File: src/rtl/writeback_stage_pkg.sv
// Shared control encodings and the M->W pipeline payload for the writeback stage.
package writeback_stage_pkg;

    localparam int unsigned XLEN       = 32;
    localparam int unsigned CNT_W      = 64;
    localparam int unsigned REG_IDX_W  = 5;
    localparam int unsigned RSRC_W     = 3;
    localparam int unsigned CSR_ADDR_W = 12;

    localparam logic [RSRC_W-1:0] RESULT_ALU      = 3'b000;
    localparam logic [RSRC_W-1:0] RESULT_MEM      = 3'b001;
    localparam logic [RSRC_W-1:0] RESULT_PCTARGET = 3'b010;
    localparam logic [RSRC_W-1:0] RESULT_PCPLUS4  = 3'b011;
    localparam logic [RSRC_W-1:0] RESULT_IMM_EXT  = 3'b100;
    localparam logic [RSRC_W-1:0] RESULT_CSR      = 3'b101;

    localparam logic [CSR_ADDR_W-1:0] CSR_MCYCLE    = 12'hB00;
    localparam logic [CSR_ADDR_W-1:0] CSR_MCYCLEH   = 12'hB80;
    localparam logic [CSR_ADDR_W-1:0] CSR_MINSTRET  = 12'hB02;
    localparam logic [CSR_ADDR_W-1:0] CSR_MINSTRETH = 12'hB82;

    typedef struct packed {
        logic                 valid;
        logic                 reg_write;
        logic                 csr_we;
        logic [RSRC_W-1:0]    result_src;
        logic [REG_IDX_W-1:0] rd;
        logic [XLEN-1:0]      instr;
        logic [XLEN-1:0]      alu_result;
        logic [XLEN-1:0]      reduced_data;
        logic [XLEN-1:0]      pc_target;
        logic [XLEN-1:0]      pc_plus4;
        logic [XLEN-1:0]      imm_ext;
        logic [XLEN-1:0]      csr_rdata;
    } mw_reg_t;

endpackage

File: src/rtl/retire_counters.sv
// mcycle / minstret counters with CSR-write override from the retiring instruction.
module retire_counters
    import writeback_stage_pkg::*;
(
    input  logic                  clk_i,
    input  logic                  reset_i,
    input  logic                  retire_i,
    input  logic                  csr_we_i,
    input  logic [CSR_ADDR_W-1:0] csr_addr_i,
    input  logic [XLEN-1:0]       csr_wdata_i,
    output logic [CNT_W-1:0]      mcycle_o,
    output logic [CNT_W-1:0]      minstret_o
);

    logic             csr_hit;
    logic [CNT_W-1:0] mcycle_q, mcycle_d;
    logic [CNT_W-1:0] minstret_q, minstret_d;

    // A written half replaces the increment; the other half holds without carry.
    always_comb begin
        csr_hit    = csr_we_i & retire_i;
        mcycle_d   = mcycle_q + CNT_W'(1);
        minstret_d = minstret_q + CNT_W'(retire_i);
        if (csr_hit) begin
            case (csr_addr_i)
                CSR_MCYCLE:    mcycle_d   = {mcycle_q[CNT_W-1:XLEN], csr_wdata_i};
                CSR_MCYCLEH:   mcycle_d   = {csr_wdata_i, mcycle_q[XLEN-1:0]};
                CSR_MINSTRET:  minstret_d = {minstret_q[CNT_W-1:XLEN], csr_wdata_i};
                CSR_MINSTRETH: minstret_d = {csr_wdata_i, minstret_q[XLEN-1:0]};
                default: ;
            endcase
        end
    end

    always_ff @(posedge clk_i or negedge reset_i) begin
        if (!reset_i) begin
            mcycle_q   <= '0;
            minstret_q <= '0;
        end else begin
            mcycle_q   <= mcycle_d;
            minstret_q <= minstret_d;
        end
    end

    assign mcycle_o   = mcycle_q;
    assign minstret_o = minstret_q;

endmodule

File: src/rtl/writeback_stage.sv
// Final pipeline stage: M->W register, write-back result select, retirement and counters.
module writeback_stage
    import writeback_stage_pkg::*;
(
    input  logic                 clk_i,
    input  logic                 reset_i,
    input  logic [XLEN-1:0]      instr_m_i,
    input  logic                 valid_m_i,
    input  logic [XLEN-1:0]      alu_result_m_i,
    input  logic [XLEN-1:0]      reduced_data_m_i,
    input  logic [XLEN-1:0]      pc_target_m_i,
    input  logic [XLEN-1:0]      pc_plus4_m_i,
    input  logic [XLEN-1:0]      imm_ext_m_i,
    input  logic [XLEN-1:0]      csr_rdata_m_i,
    input  logic [REG_IDX_W-1:0] rd_m_i,
    input  logic [RSRC_W-1:0]    result_src_m_i,
    input  logic                 reg_write_m_i,
    input  logic                 csr_we_m_i,
    input  logic                 stall_w_i,
    input  logic                 flush_w_i,
    output logic [XLEN-1:0]      instr_w_o,
    output logic [XLEN-1:0]      result_w_o,
    output logic [REG_IDX_W-1:0] rd_w_o,
    output logic                 reg_write_w_o,
    output logic                 valid_w_o,
    output logic                 retire_w_o,
    output logic [CNT_W-1:0]     mcycle_o,
    output logic [CNT_W-1:0]     minstret_o
);

    mw_reg_t m_d;
    mw_reg_t w_q;

    always_comb begin
        m_d              = '0;
        m_d.valid        = valid_m_i;
        m_d.reg_write    = reg_write_m_i;
        m_d.csr_we       = csr_we_m_i;
        m_d.result_src   = result_src_m_i;
        m_d.rd           = rd_m_i;
        m_d.instr        = instr_m_i;
        m_d.alu_result   = alu_result_m_i;
        m_d.reduced_data = reduced_data_m_i;
        m_d.pc_target    = pc_target_m_i;
        m_d.pc_plus4     = pc_plus4_m_i;
        m_d.imm_ext      = imm_ext_m_i;
        m_d.csr_rdata    = csr_rdata_m_i;
    end

    // Flush beats stall; clearing the whole payload also clears the control fields.
    always_ff @(posedge clk_i or negedge reset_i) begin
        if (!reset_i) begin
            w_q <= '0;
        end else if (flush_w_i) begin
            w_q <= '0;
        end else if (!stall_w_i) begin
            w_q <= m_d;
        end
    end

    always_comb begin
        result_w_o = '0;
        case (w_q.result_src)
            RESULT_ALU:      result_w_o = w_q.alu_result;
            RESULT_MEM:      result_w_o = w_q.reduced_data;
            RESULT_PCTARGET: result_w_o = w_q.pc_target;
            RESULT_PCPLUS4:  result_w_o = w_q.pc_plus4;
            RESULT_IMM_EXT:  result_w_o = w_q.imm_ext;
            RESULT_CSR:      result_w_o = w_q.csr_rdata;
            default:         result_w_o = '0;
        endcase
    end

    assign instr_w_o     = w_q.instr;
    assign rd_w_o        = w_q.rd;
    assign valid_w_o     = w_q.valid;
    assign reg_write_w_o = w_q.reg_write & w_q.valid;
    assign retire_w_o    = w_q.valid & ~stall_w_i;

    retire_counters u_retire_counters (
        .clk_i       (clk_i),
        .reset_i     (reset_i),
        .retire_i    (retire_w_o),
        .csr_we_i    (w_q.csr_we),
        .csr_addr_i  (w_q.instr[XLEN-1:XLEN-CSR_ADDR_W]),
        .csr_wdata_i (w_q.alu_result),
        .mcycle_o    (mcycle_o),
        .minstret_o  (minstret_o)
    );

endmodule
File: config.mk
export PLATFORM = sky130hd
export DESIGN_NAME = writeback_stage
export DESIGN_NICKNAME = d
export VERILOG_FILES = /design/src/rtl/writeback_stage_pkg.sv /design/src/rtl/retire_counters.sv /design/src/rtl/writeback_stage.sv
export SDC_FILE = /design/constraint.sdc
export NUM_CORES = 1
export LEC_CHECK = 0
export CAP_MARGIN = 10
export CORE_ASPECT_RATIO = 0.75
export CORE_MARGIN = 8
export CORE_UTILIZATION = 45
export CTS_CLUSTER_DIAMETER = 60
export DETAILED_ROUTE_END_ITERATION = 12
export PLACE_DENSITY = 0.71
export SLEW_MARGIN = 20
export SYNTH_ARGS = -nofsm -noshare
export SYNTH_HDL_FRONTEND = slang
export SYNTH_SLANG_ARGS = --single-unit
File: constraint.sdc
create_clock -name clk_i -period 6.5 [get_ports clk_i]
set_input_delay 0.975 -clock clk_i [delete_from_list [all_inputs] [get_ports clk_i]]
set_output_delay 0.975 -clock clk_i [all_outputs]
set_load 0.02 [all_outputs]
## Yosys cells after proc, flatten, opt, wreduce, memory -nomap -nowiden

Cells that the tools add are included.
W data, S select, Z words.

| word-level totals | value |
|---|---|
| register bits after elaboration | 363 |
| bits in latches | 0 |
| RAM bits | 0 |
| memory bits (read-only) | 0 |
| input bits | 239 |
| output and inout bits | 200 |
| logic and storage cells | 44 |
| memories | 0 |

| cells by class | value |
|---|---|
| add/subtract/negate cells | 2 |
| multiply operators | 0 |
| div/mod/pow operators | 0 |
| magnitude comparators | 0 |
| equality and inequality tests | 14 |
| shift-type cells | 0 |
| mux-type cells | 7 |
| bitwise logic cells | 4 |
| reduce and logical (&&, ||, !) cells | 1 |

Operators by type and width:

| operator | count |
|---|---|
| $mux W235 | 2 |
| $pmux W64 S2 | 2 |
| $pmux W32 S6 | 1 |
| $mux W64 | 2 |
| $add A64 B1 Y64 | 1 |
| $add A64 B1 Y64 const B | 1 |
| $eq A12 B12 Y1 const B | 4 |
| $ne A2 B2 Y1 const B | 4 |
| $eq A3 B2 Y1 const B | 2 |
| $eq A3 B3 Y1 const B | 2 |
| $and A1 B1 Y1 | 3 |
| $eq A3 B1 Y1 const B | 1 |
| $logic_not A3 Y1 | 1 |
| $ne A2 B1 Y1 const B | 1 |
| $not A1 Y1 | 1 |

## Longest topological paths before layout

| depth | value |
|---|---|
| word-level depth | 5 |
| depth in mapped cells | 14 |
| gate-level depth less buffers | 9 |

## By module

Synthesis repeated with hierarchy kept, for this count alone.

| unflattened totals | value |
|---|---|
| cell total of the unflattened synthesis | 2051 |
| area total of the unflattened synthesis | 19817.8 um^2 |

By module, submodules not included:

| module | instances | cells an instance | area an instance (um^2) | sequential area each (um^2) |
|---|---|---|---|---|
| writeback_stage | 1 | 1018 | 11494.8 | 5880.6 |
| retire_counters | 1 | 1033 | 8323.0 | 3203.1 |

## Worst setup path before layout

No wires, ideal clock.

| timing path | value |
|---|---|
| path kind | input port to flip-flop |
| from | input stall_w_i |
| to | register u_retire_counters.minstret_q[50] (netlist: u_retire_counters.minstret_o[50]) |
| arrival | 4.025 ns |
| data required time | 6.377 ns |
| slack | 2.353 ns |
| stages on the path | 13 |
| path buffers | 5 |
| cells stage by stage | clkbuf_1 > clkbuf_1 > buf_1 > nor2b_1 > ha_1 > ha_1 > nand4_1 > nor3_2 > and4_1 > clkbuf_1 > buf_2 > nand3_1 > o221a_2 |

| on the way | value |
|---|---|
| cells in the longest elaborated chain, start to end | 5 |

Ends and longest elaborated chain:

| item | RTL line | text |
|---|---|---|
| start: declaration | writeback_stage.sv:19 | `input logic stall_w_i,` |
| $not A1 Y1 * | writeback_stage.sv:78 | `assign retire_w_o = w_q.valid & ~stall_w_i;` |
| $and A1 B1 Y1 * | writeback_stage.sv:78 |  |
| net retire_w_o | writeback_stage.sv:26 | `output logic retire_w_o,` |
| $add A64 B1 Y64 | retire_counters.sv:23 | `minstret_d = minstret_q + CNT_W'(retire_i);` |
| $pmux W64 S2 | retire_counters.sv:25 | `case (csr_addr_i)` |
| $mux W64 | retire_counters.sv:24 | `if (csr_hit) begin` |
| end signal: assignment | retire_counters.sv:41 | `minstret_q <= minstret_d;` |
| end: declaration | retire_counters.sv:17 | `logic [CNT_W-1:0] minstret_q, minstret_d;` |

The timed path passes the listed nets; every way through them passes the cells marked *.
A chain may end at the register's enable or synchronous reset.

## Worst setup path in the final report

| timing path | value |
|---|---|
| from | register w_q[230] in the netlist's numbering |
| to | output result_w_o[18] |

| on the way | value |
|---|---|
| cells in the longest elaborated chain, start to end | 2 |

Ends and longest elaborated chain:

| item | RTL line | text |
|---|---|---|
| start: declaration | writeback_stage.sv:32 | `mw_reg_t w_q;` |
| start signal: assignment | writeback_stage.sv:57 | `w_q <= m_d;` |
| $eq A3 B3 Y1, or another cell as far along | writeback_stage.sv:63 | `case (w_q.result_src)` |
| $pmux W32 S6 * | writeback_stage.sv:63 |  |
| end: declaration | writeback_stage.sv:22 | `output logic [XLEN-1:0] result_w_o,` |

Mark *: on every way between the ends. The rest lies on a longest branch, timed or not.

==> metrics.yaml <==
syn_area_per_cell_um2: 9.60
vias: 18300
setup_viol: 0
setup_slack_ps: 2460
wirelength_um: 76300
overflow: 0
required_ps: 5520
place_ws_ps: 2040
numClockSinks: 363
drt-initial-drc-count: 2112
dr.pass1.iters: 5
ys_seq_area_share_pct: 47.6
drc_errors: 0
drv_slew: 0
min_path_type: "primary input to asynchronous set/reset pin"
grt_pass1_wl_um: 114000
cts_max_level: 2
synthArstFlopShare_pct: 100
period_minus_slack_ps: 4040
synthDistinctLibCells: 76
pwr_density_cell_mw_per_mm2: 223
dieArea_mm2: 0.0493
path_buf_inv: 2
clk_pin_slew_ps: 60
worst_pin_slew_ps: 1140
cp_top_family: "buffers and inverters"
cp.arrival_ps: 3060
antenna_found_initial: 14
ctsHoldBuffers: 0
slowest_delay_ps: 640
clock_latency_ps: 550
fin_util_pct: 59.4
drive_gt1_share_pct: 5.45
ant_nets: 0
grt_usage_pct: 29.7
critPathMaxFanout: 24
via_per_inst: 6.24
rsz0062_at_grt: "no"
numCtsBuffers: 39
critPathSlowestCell: "clkdlybuf4s50_1"
rr_worst_depth: 5
initial_core_util_pct: 45.5
fin_worst_skew_ps: 25.5
layout.nets: 2562
r2r-end: "u_retire_counters.mcycle_o[33]"
ys_ff_latch: 363
r2r-start: "instr_w_o[30]"
cts_root_buffer: "clkbuf_16"
core_mm2: 0.0420
path_cells: "nand2_1 > nor2_2 > buf_4 > a22oi_1 > nand3_1 > clkdlybuf4s50_1"
fin_crit_sh_pct: 62.1
io_buffers: 438
grt_start_max_net_pins: 151
cts.path.max_buffers: 3
cts_post_setup_buffers_inserted: 0
gp_congestion: 0.943
fmax_mhz: 248
crit_path_end_kind: "output pin"
criticalPathCategory: "flop to output pin"
ys_warn_count: 0
power.leakage_nw: 10.7
grt_pass1_vias: 17600
final_common_cell: "clkdlybuf4s50_1"
synth_edf_count: 0
max_cap_viol_count: 0
final.setup.tns_ps: 0
maxSlewHeadroom_pct: 23.5
wl_per_cell_um: 26.0
syn_nets: 2230
fp.dieW_um: 254
rrSetupSlack_ps: 2960
syn2layout_area_growth_pct: 30.6
peakVddDrop_uv: 167
start_kind: "flop"
dieHeight_um: 194
rows: 65
hold_violations: 0
most-common-layout-cells: "clkdlybuf4s50_1, dfrtp_1, nor2_1"
ioPinCount: 439
syn_inst: 1988
ys.flop_type: "dfrtp_1"
hpwl_um: 53900
status: "finished clean"
netlist_area_mm2: 0.0191
cts_resized: 0
cts_tree: "yes"
state kept, by name, indices dropped and copies added (netlist names):
register                      cells
instr_w_o                        32
rd_w_o                            5
u_retire_counters.mcycle_o       64
u_retire_counters.minstret_o     64
valid_w_o                         1
w_q                             197
metal layers:
metal | track usage [%] | part of all wire (%)
met3 | 8.87 | 12
met1 | 40.8 | 41
met4 | 9.35 | 3.1
met5 | 0 | 0.055
met2 | 44.8 | 45
kinds of logic after synthesis:
| kind of cell | Yosys count | synth area share (%) |
|---|---|---|
| XOR/XNOR | 9 | 0.413 |
| AO/OA/AOI/OAI | 409 | 14.6 |
| flip-flops | 363 | 47.6 |
| multiplexers | 242 | 12.7 |
| AND/OR/NAND/NOR | 772 | 19.8 |
| adder cells (fa/ha/maj) | 3 | 0.197 |
| buffers and inverters | 190 | 4.69 |
synthesized netlist by cell type, drive strengths merged, types with 24 or more instances:
cell	n	share of area (%)
o21ai	62	1.6
nor2	325	6.4
clkbuf	90	1.8
and3	24	0.79
mux2i	241	13
a22oi	110	4.3
nand2	98	1.9
nand3	126	3.3
dfrtp	363	48
o22ai	26	0.85
buf	84	2.6
a21oi	84	2.2
nand4	51	1.8
nor3	41	1.1
metrics by stage:
stage	power, mW	cells	area [um^2]	hold WS, ps
CTS	5.57	2919	24900	426
detailed placement	3.31	2848	23600	511
finish	5.55	2930	24900	402
global route	5.72	2929	24900	447
global placement	3.30	2848	23600	497
floorplan	2.85	1988	19100	481
final cells by class:
class / instances / area (um^2)
multi-input cells: 1435 / 9150
repair buffers: 465 / 4620
inverters: 16 / 60.1
flip-flops and latches: 363 / 9080
clock buffers: 56 / 1110
fillers: 3662 / 17000
clock inverters: 15 / 164
well taps: 569 / 712
diodes: 11 / 27.5
worst max-delay path by stage:
stage | startpoint | end | slack [ps] | cells past startpoint
final | w_q[230] | result_w_o[18] | 2460 | 6
after global routing | w_q[230] | result_w_o[18] | 2280 | 6
after CTS | w_q[230] | result_w_o[18] | 2420 | 6
after detailed placement | stall_w_i | u_retire_counters.mcycle_o[42] | 2040 | 7
after global placement | stall_w_i | u_retire_counters.mcycle_o[33] | 2140 | 6
after floorplan | stall_w_i | u_retire_counters.minstret_o[50] | 2350 | 13
power breakdown:
part	switching (mW)	internal, mW
clock	0.954	1.31
sequential	0.158	2.37
combinational	0.388	0.365
total	1.50	4.05
Power figures use the tool's default switching activity.
